[src/rtl/entity_pool.sv]
// entity_pool: entity slot RAM with free-slot allocator, per-frame update sweep and render read port.
// Define ENTITY_POOL_STATS_EN to add the peak_count and drop_count statistics outputs.
module entity_pool #(
    parameter int DEPTH  = 128,
    parameter int DATA_W = 18,
    parameter int ADDR_W = $clog2(DEPTH)
) (
    input  logic              clk,
    input  logic              reset,
    input  logic              spawn_valid,
    input  logic [DATA_W-1:0] spawn_data,
    output logic              spawn_ready,
    output logic [ADDR_W-1:0] spawn_addr,
    input  logic              frame_tick,
    output logic              sweep_valid,
    output logic [ADDR_W-1:0] sweep_addr,
    output logic [DATA_W-1:0] sweep_data,
    input  logic              sweep_resp,
    input  logic              sweep_kill,
    input  logic [DATA_W-1:0] sweep_wdata,
    output logic              sweep_done,
    output logic              sweep_overrun,
    input  logic [ADDR_W-1:0] rd_addr,
    output logic [DATA_W-1:0] rd_data,
    output logic              rd_live,
    output logic [ADDR_W:0]   live_count
`ifdef ENTITY_POOL_STATS_EN
    ,
    output logic [ADDR_W:0]   peak_count,
    output logic [15:0]       drop_count
`endif
);

    typedef enum logic [2:0] {
        S_IDLE,
        S_SCAN,
        S_FETCH,
        S_WAIT,
        S_FINISH
    } state_t;

    localparam logic [ADDR_W-1:0] LAST = ADDR_W'(DEPTH - 1);
    localparam logic [ADDR_W:0]   FULL = (ADDR_W + 1)'(DEPTH);

    logic [DATA_W-1:0] r_mem [DEPTH];
    logic [DEPTH-1:0]  r_live;
    logic [ADDR_W:0]   r_count;
    state_t            r_state;
    state_t            w_next;
    logic [ADDR_W-1:0] r_idx;
    logic              r_sv;
    logic [DATA_W-1:0] r_q;
    logic [DATA_W-1:0] r_sdata;
    logic [DATA_W-1:0] r_rd_data;
    logic              r_rd_live;
    logic [ADDR_W-1:0] w_free;
    logic              w_spawn;
    logic              w_resp;
    logic              w_kill;
    logic              w_wr;
    logic              w_last;

    // Lowest-index dead slot wins.
    always_comb begin
        w_free = '0;
        for (int i = DEPTH - 1; i >= 0; i--) begin
            if (!r_live[i]) w_free = ADDR_W'(i);
        end
    end

    assign spawn_ready = !reset && (r_state == S_IDLE) &&
                         (r_count < FULL) && !frame_tick;
    assign w_spawn     = spawn_valid && spawn_ready;
    assign w_resp      = !reset && (r_state == S_WAIT) && sweep_resp;
    assign w_kill      = w_resp && sweep_kill;
    assign w_wr        = w_resp && !sweep_kill;
    assign w_last      = (r_idx == LAST);

    always_comb begin
        w_next = r_state;
        unique case (r_state)
            S_IDLE:   if (frame_tick) w_next = S_SCAN;
            S_SCAN: begin
                if (r_live[r_idx]) w_next = S_FETCH;
                else if (w_last)   w_next = S_FINISH;
            end
            S_FETCH:  w_next = S_WAIT;
            S_WAIT:   if (sweep_resp) w_next = w_last ? S_FINISH : S_SCAN;
            S_FINISH: w_next = S_IDLE;
            default:  w_next = S_IDLE;
        endcase
    end

    always_ff @(posedge clk) begin
        if (reset) begin
            r_state <= S_IDLE;
            r_idx   <= '0;
            r_sv    <= 1'b0;
            r_sdata <= '0;
        end else begin
            r_state <= w_next;
            unique case (r_state)
                S_IDLE:  if (frame_tick) r_idx <= '0;
                S_SCAN:  if (!r_live[r_idx] && !w_last) r_idx <= r_idx + 1'b1;
                S_FETCH: begin
                    r_sv    <= 1'b1;
                    r_sdata <= r_q;
                end
                S_WAIT: begin
                    if (sweep_resp) begin
                        r_sv <= 1'b0;
                        if (!w_last) r_idx <= r_idx + 1'b1;
                    end
                end
                default: ;
            endcase
        end
    end

    // Port A: spawn and sweep never overlap, so one write path suffices.
    always_ff @(posedge clk) begin
        if (w_spawn)   r_mem[w_free] <= spawn_data;
        else if (w_wr) r_mem[r_idx]  <= sweep_wdata;
        r_q <= r_mem[r_idx];
    end

    always_ff @(posedge clk) begin
        if (reset) begin
            r_live  <= '0;
            r_count <= '0;
        end else if (w_spawn) begin
            r_live[w_free] <= 1'b1;
            r_count        <= r_count + 1'b1;
        end else if (w_kill) begin
            r_live[r_idx] <= 1'b0;
            r_count       <= r_count - 1'b1;
        end
    end

    always_ff @(posedge clk) begin
        if (reset) begin
            r_rd_data <= '0;
            r_rd_live <= 1'b0;
        end else begin
            r_rd_data <= r_mem[rd_addr];
            r_rd_live <= r_live[rd_addr];
        end
    end

`ifdef ENTITY_POOL_STATS_EN
    logic [ADDR_W:0] r_peak;
    logic [15:0]     r_drop;

    always_ff @(posedge clk) begin
        if (reset) begin
            r_peak <= '0;
            r_drop <= '0;
        end else begin
            if (r_count > r_peak) r_peak <= r_count;
            if (spawn_valid && !spawn_ready && (r_count == FULL) &&
                (r_drop != 16'hFFFF))
                r_drop <= r_drop + 16'd1;
        end
    end

    assign peak_count = r_peak;
    assign drop_count = r_drop;
`endif

    assign spawn_addr    = reset ? '0 : w_free;
    assign sweep_valid   = r_sv;
    assign sweep_addr    = r_idx;
    assign sweep_data    = r_sdata;
    assign sweep_done    = (r_state == S_FINISH);
    assign sweep_overrun = !reset && frame_tick && (r_state != S_IDLE);
    assign rd_data       = r_rd_data;
    assign rd_live       = r_rd_live;
    assign live_count    = r_count;

endmodule

[config.mk]
export PLATFORM = sky130hd
export DESIGN_NAME = entity_pool
export DESIGN_NICKNAME = d
export VERILOG_FILES = /design/src/rtl/entity_pool.sv
export SDC_FILE = /design/constraint.sdc
export NUM_CORES = 2
export LEC_CHECK = 0
export BUFFER_PORTS_ARGS = -buffer_cell sky130_fd_sc_hd__buf_4
export CORE_MARGIN = 2
export CORE_UTILIZATION = 40
export DETAILED_ROUTE_END_ITERATION = 7
export PLACE_DENSITY_LB_ADDON = 0.15
export SYNTH_ARGS = -nofsm -noshare
export SYNTH_HDL_FRONTEND = slang
export SYNTH_SLANG_ARGS = --single-unit
[constraint.sdc]
create_clock -name clk -period 4.35 [get_ports clk]
set_input_delay 0.6525 -clock clk [delete_from_list [all_inputs] [get_ports clk]]
set_output_delay 0.6525 -clock clk [all_outputs]
set_load 0.02 [all_outputs]
**Yosys cells after proc, flatten, opt, wreduce, memory -nomap -nowiden**

Memories as Yosys holds them, arrays and structs flattened. A register that Yosys moved wholly into a read port is not among the register bits.
Cells that the tools add are included.

- Memories: 1
- Flip-flop bits (word level): 166
- RAM bits: 2304
- Input port bits: 49

Memory list:

| memory | words | bits a word | read ports | clocked after Yosys merged registers in | write ports | line | text |
|---|---|---|---|---|---|---|---|
| r_mem | 128 | 18 | 2 | 2 | 1 | 45 | `logic [DATA_W-1:0] r_mem [DEPTH];` |

- Equal/unequal tests: 10
- Bitwise gates (word level): 3
- Order comparisons: 6
- Reductions and logical operators: 27
- Muxes and demuxes: 162
- Add/subtract/negate cells: 3

Operators by type and width:

| cell | count |
|---|---|
| 7-bit 2-to-1 mux | 134 |
| 128-bit 2-to-1 mux | 2 |
| 128-bit bitwise AND | 1 |
| 128-bit NOT | 1 |
| 128-bit OR | 1 |
| 7-bit by 8-bit < comparator with 1-bit output, second input constant | 3 |
| 7-bit one-hot mux with 3 select lines | 1 |
| 18-bit 2-to-1 mux | 1 |
| 18-bit OR reduction | 1 |
| 8-bit 2-to-1 mux | 2 |
| 3-bit 2-to-1 mux | 5 |
| 1-bit binary-select mux with 7-bit select | 2 |
| 1-bit demux with 7-bit select | 2 |
| 7-bit by 1-bit >= comparator with 1-bit output, second input constant | 2 |
| 1-bit logical AND | 13 |
| 3-bit one-hot mux with 4 select lines | 1 |
| 1-bit 2-to-1 mux | 11 |
| 8-bit by 1-bit adder with 8-bit output, second input constant | 1 |
| 8-bit < comparator, second input constant | 1 |
| 2-bit != test, second input constant | 4 |
| 8-bit by 1-bit subtractor with 8-bit output, second input constant | 1 |
| 7-bit by 1-bit adder with 7-bit output, second input constant | 1 |
| 7-bit == test, second input constant | 1 |
| 3-bit by 2-bit == test with 1-bit output, second input constant | 2 |
| 11 further kinds | 17 |

**Longest topological paths before layout**

- Depth after elaboration: 134
- Mapped depth: 16
- Gate-level depth less buffers: 14

**Worst setup path after synthesis**

Ideal clock, no wire load.

- Path kind: in2reg
- Start: input reset
- End: memory r_mem[104][0] (enable)
- Stages: 10
- Arrival time: 4.339 ns
- Path slack: -0.404 ns
- Required time: 3.934 ns
- Cell sequence: clkbuf_1 > nor4b_1 > and2_1 > clkbuf_1 > inv_1 > nor2_1 > a21oi_1 > or3_1 > clkbuf_1 > nor3_1

- Cells in the longest elaborated chain, start to end: 9
- Elaborated cells between the ends (all ways): 16
- Classes of those cells: mux: 7; reduce/logical: 9

Ends and longest elaborated chain:

| element | line | text |
|---|---|---|
| from (decl) | 9 | `input logic reset,` |
| 1-bit zero test * | 71 | `assign spawn_ready = !reset && (r_state == S_IDLE) &&` |
| 1-bit logical AND * (2 in a row) | 71 |  |
| 1-bit logical AND * | 72 | `(r_count < FULL) && !frame_tick;` |
| net spawn_ready | 12 | `output logic spawn_ready,` |
| 1-bit logical AND * | 73 | `assign w_spawn = spawn_valid && spawn_ready;` |
| 1-bit 2-to-1 mux | 122 | `if (w_spawn) r_mem[w_free] <= spawn_data;` |
| 1-bit 2-to-1 mux (not written as such) | 123 | `else if (w_wr) r_mem[r_idx] <= sweep_wdata;` |
| 18-bit OR reduction (no source line) | - |  |
| 7-bit 2-to-1 mux (no source line) or 1-bit 2-to-1 mux (tied branches) | - |  |
| to (decl) | 45 |  |

The timed path passes the listed nets; every way through them passes the cells marked *.

**Final worst setup path**

- Start: register r_live[104]
- End: memory r_mem[93][10] (enable)

- Cells in the longest elaborated chain, start to end: 106

Ends and longest elaborated chain:

| element | line | text |
|---|---|---|
| from (decl) | 46 | `logic [DEPTH-1:0] r_live;` |
| from (signal assigned) | 129 | `r_live <= '0;` |
| from (signal, indexed assignment) | 132 | `r_live[w_free] <= 1'b1;` |
| from (signal, indexed assignment) | 135 | `r_live[r_idx] <= 1'b0;` |
| 7-bit 2-to-1 mux (105 in a row) | 67 | `if (!r_live[i]) w_free = ADDR_W'(i);` |
| 7-bit 2-to-1 mux (no source line) | - |  |

Every way passes these cells.

==> metrics.md <==
| Metric | Value |
|---|---|
| Via count | roughly 81,000 |
| Largest cells by area after synthesis | edfxtp_1 (61%), mux4_2 (16%), a22oi_1 (5.1%) |
| Site Rows | 195 |
| Max-cap viol count | 0 |
| Top-count cell post-synth | edfxtp_1 |
| Comb pwr share | 0.070 |
| IO Port Bufs | 111 |
| DR vias/cell | roughly 7.1 |
| Relative slew margins | 0.0582 |
| Worst Path Required | 4.95 ns |
| Number of global-route vias before repair | 77,243 |
| CTS tree | done |
| Critical path cell sequence | buf_4 > nand4_1 > o311ai_0 > a31o_2 > a31oi_2 > nand2b_1 > a2bb2oi_4 > nor3_4 > buf_12 |
| Syn. warnings | 0 |
| Main synth FF type | edfxtp_1 |
| Drc violations | 1 |
| Asr flop ratio synth | 0 |
| Hold_buf cts | 0 |
| Initial drt markers | 14,219 |
| CTS H-tree depth | 5 |
| Grt total ovfl | 0 |
| Post-Route Skew | 0.0788 ns |
| Worst setup SP type | register |
| Layout area overhead | 20.1% |
| First-pass GRT wire length | 652 mm |
| Die Y | between 500 and 600 um |
| Clk sinks | 2,506 |
| Final period utilization | 0.985 |
| Syn nets | ~6,900 |
| Final Hold Fails | 0 |
| Critical Path Max Stage Delay | 1.10 ns |
| Average size of a mapped cell | 16.6 um2 |
| Worst VDD drop | 287 uV |
| Nets | 7,481 |
| Antenna violations before repair | 48 |
| Netlist Area Pre-Place | 113,000 um2 |
| Status | finished, violations left |
| Total Power | 0.0547 W |
| Minimum clock period | ~4.3 ns |
| FF+latch count, synth | 2,506 |
| Seq/Total Area, Yosys | 0.646 |
| Clock buffer count from CTS | 283 |
| Clk buf depth | 4 |
| Dpl hpwl | about 320 mm |
| Post-synth top area cell | edfxtp_1 |
| Gp weighted congestion | 0.994 |
| Worst-skew pair later-pin latency | 0.94 ns |
| Core area | around 280,000 um2 |
| Die footprint | 288,000 um2 |
| Int Pwr | 0.0419 W |
| Worst hold path class | input pin to register |
| RSZ-0062 raised after global routing | no |
| Seq pwr share | 0.483 |
| Highest clock rate | roughly 230 MHz |
| Slowest CP cell | nor3_4 |
| WP data arrival | 4.88 ns |
| Clock transition at the registers of the reported paths | ~0.06 ns |
| Largest net degree at the start of global routing | 129 |
| DRT Pass-1 Iters | 8 |
| Clk pwr share | 0.447 |
| Leakage | 42.1 nW |
| Violated checks | DRC |
| EDFF count, synth | 2,304 |
| Slew Viols, Final | 0 |
| Final Core Density | 0.483 |
| Layout cells sized above 1 | 0.307 |
| GRT Total Usage | 0.327 |
| Syn Inst Count | 6,836 |
| CP Class | register to register |
| Sw Ratio | 0.233 |
| Synth cell types | 90 |
| Synth top area share | 0.610 |
| Final setup fails | 0 |
| Filler cells | 23,582 |
| Post-DRT Antenna Nets | 0 |
| Setup_tns | 0 ns |
| Cell Pwr Density | 401 nW/um2 |
| CP max FO | 13 |
| Die X | 536 um |
| I/O pin cnt | approximately 110 |
| Initial Utilization | 0.402 |
| CTS Root Cell | clkbuf_16 |
| Drt wl/cell | 42.1 um |
| Worst Setup End Kind | register |
| NetSw | 0.0127 W |
| Worst Tran Pin Value | 1.40 ns |
| WL final | 480 mm |
| Most instantiated cells after synthesis | edfxtp_1 (2,304), mux4_2 (805), a22oi_1 (777), clkbuf_1 (370), nand2_1 (232) |
-- placed cells by master, fill, tap and decap left out, drive strengths merged, types with 151 or more instances in the layout --
cell / count
a221oi: 202
clkbuf: 365
nand4: 153
buf: 915
edfxtp: 2304
o21ai: 198
nand2: 232
a22o: 192
a22oi: 777
dfxtp: 202
mux4: 805
a31oi: 167
o211ai: 151
-- power groups by stage --
stage	clock, W	combinational, W	sequential (W)
after floorplan	0	0.00190	0.0270
after global placement	0	0.00370	0.0269
after detailed placement	0	0.00372	0.0269
after CTS	0.0246	0.00373	0.0264
after global routing	0.0256	0.00388	0.0264
final	0.0244	0.00381	0.0264
-- per-stage QoR --
step                      instances  instance area, um2  setup slack (ns)  hold slack (ns)
after floorplan                6836              114000            -0.404            0.417
after global placement        10878              127000            0.0892            0.430
after detailed placement      10878              127000            0.0456            0.432
after CTS                     11392              136000           -0.0292           0.0823
after global routing          11398              136000            0.0253            0.121
final                         11408              136000            0.0640            0.123
-- sequential cells by signal, summed over array words and instances, names as in the netlist --
register and flops:
r_state 3, sweep_data 18, sweep_valid 1, live_count 8, r_q 18, rd_data 18
sweep_addr 7, rd_live 1, r_live 128, r_mem 2304
-- critical path: cells and delay by family, from the launching register on --
| kind | cells | cell delay, ns |
|---|---|---|
| buffers and inverters | 2 | 0.36 |
| DFF | 1 | 0.35 |
| AOI/OAI and AO/OA | 4 | 1.55 |
| and+or+nand+nor | 3 | 1.66 |
-- area by class of cell --
type                       instances  area, um2  area share
sequential                      2506      73300       0.538
multi-input combinational       3672      38800       0.285
timing repair buffer             915       9910      0.0728
clock buffer                     365       7680      0.0564
tap                             3743       4680      0.0344
clock inverter                   149       1700      0.0125
inverter                          46        174     0.00128
antenna                           12       30.0    0.000220
-- kinds of logic after synthesis --
family          count (synthesis)  synth area share
flops                        2506             0.646
compound gates               1951             0.127
mux                           858             0.165
simple gates                  850            0.0378
buf+inv                       658            0.0231
fa+ha+maj                       8          0.000949
xor+xnor                        5          0.000386
-- per-layer routing --
layer  part of all wire  vias up  wire (um)  GRT usage
met1               0.37    42279     176000      0.438
met5            0.00027        -        128          0
li1                   -    30881          -          -
met2               0.44     6694     210000      0.481
met4              0.069       18      33200      0.189
met3               0.13     1251      60700     0.0875
-- final timing paths --
| check | start | endpoint | slack [ns] | depth (start not counted) |
|---|---|---|---|---|
| worst min register to register | r_q[1]$_DFF_P_ | sweep_data[1]$_SDFFE_PP0P_ | 0.42 | 2 |
| worst min-delay path | reset | rd_live$_SDFF_PP0_ | 0.12 | 2 |
| worst max register to register | r_live[104]$_SDFFE_PP0P_ | r_mem[93][10]$_DFFE_PP_ | 0.06 | 9 |
| worst max-delay path | r_live[104]$_SDFFE_PP0P_ | r_mem[93][10]$_DFFE_PP_ | 0.06 | 9 |
-- timing repair --
action                                  4_1_cts  5_1_grt
endpoints found under the hold margin         0        0
buffers inserted                              0        4
endpoints found under the setup margin        3        4
resized for setup                             6       16
pin swaps                                     0        4
No activity file was read; power rests on OpenSTA's default activity.
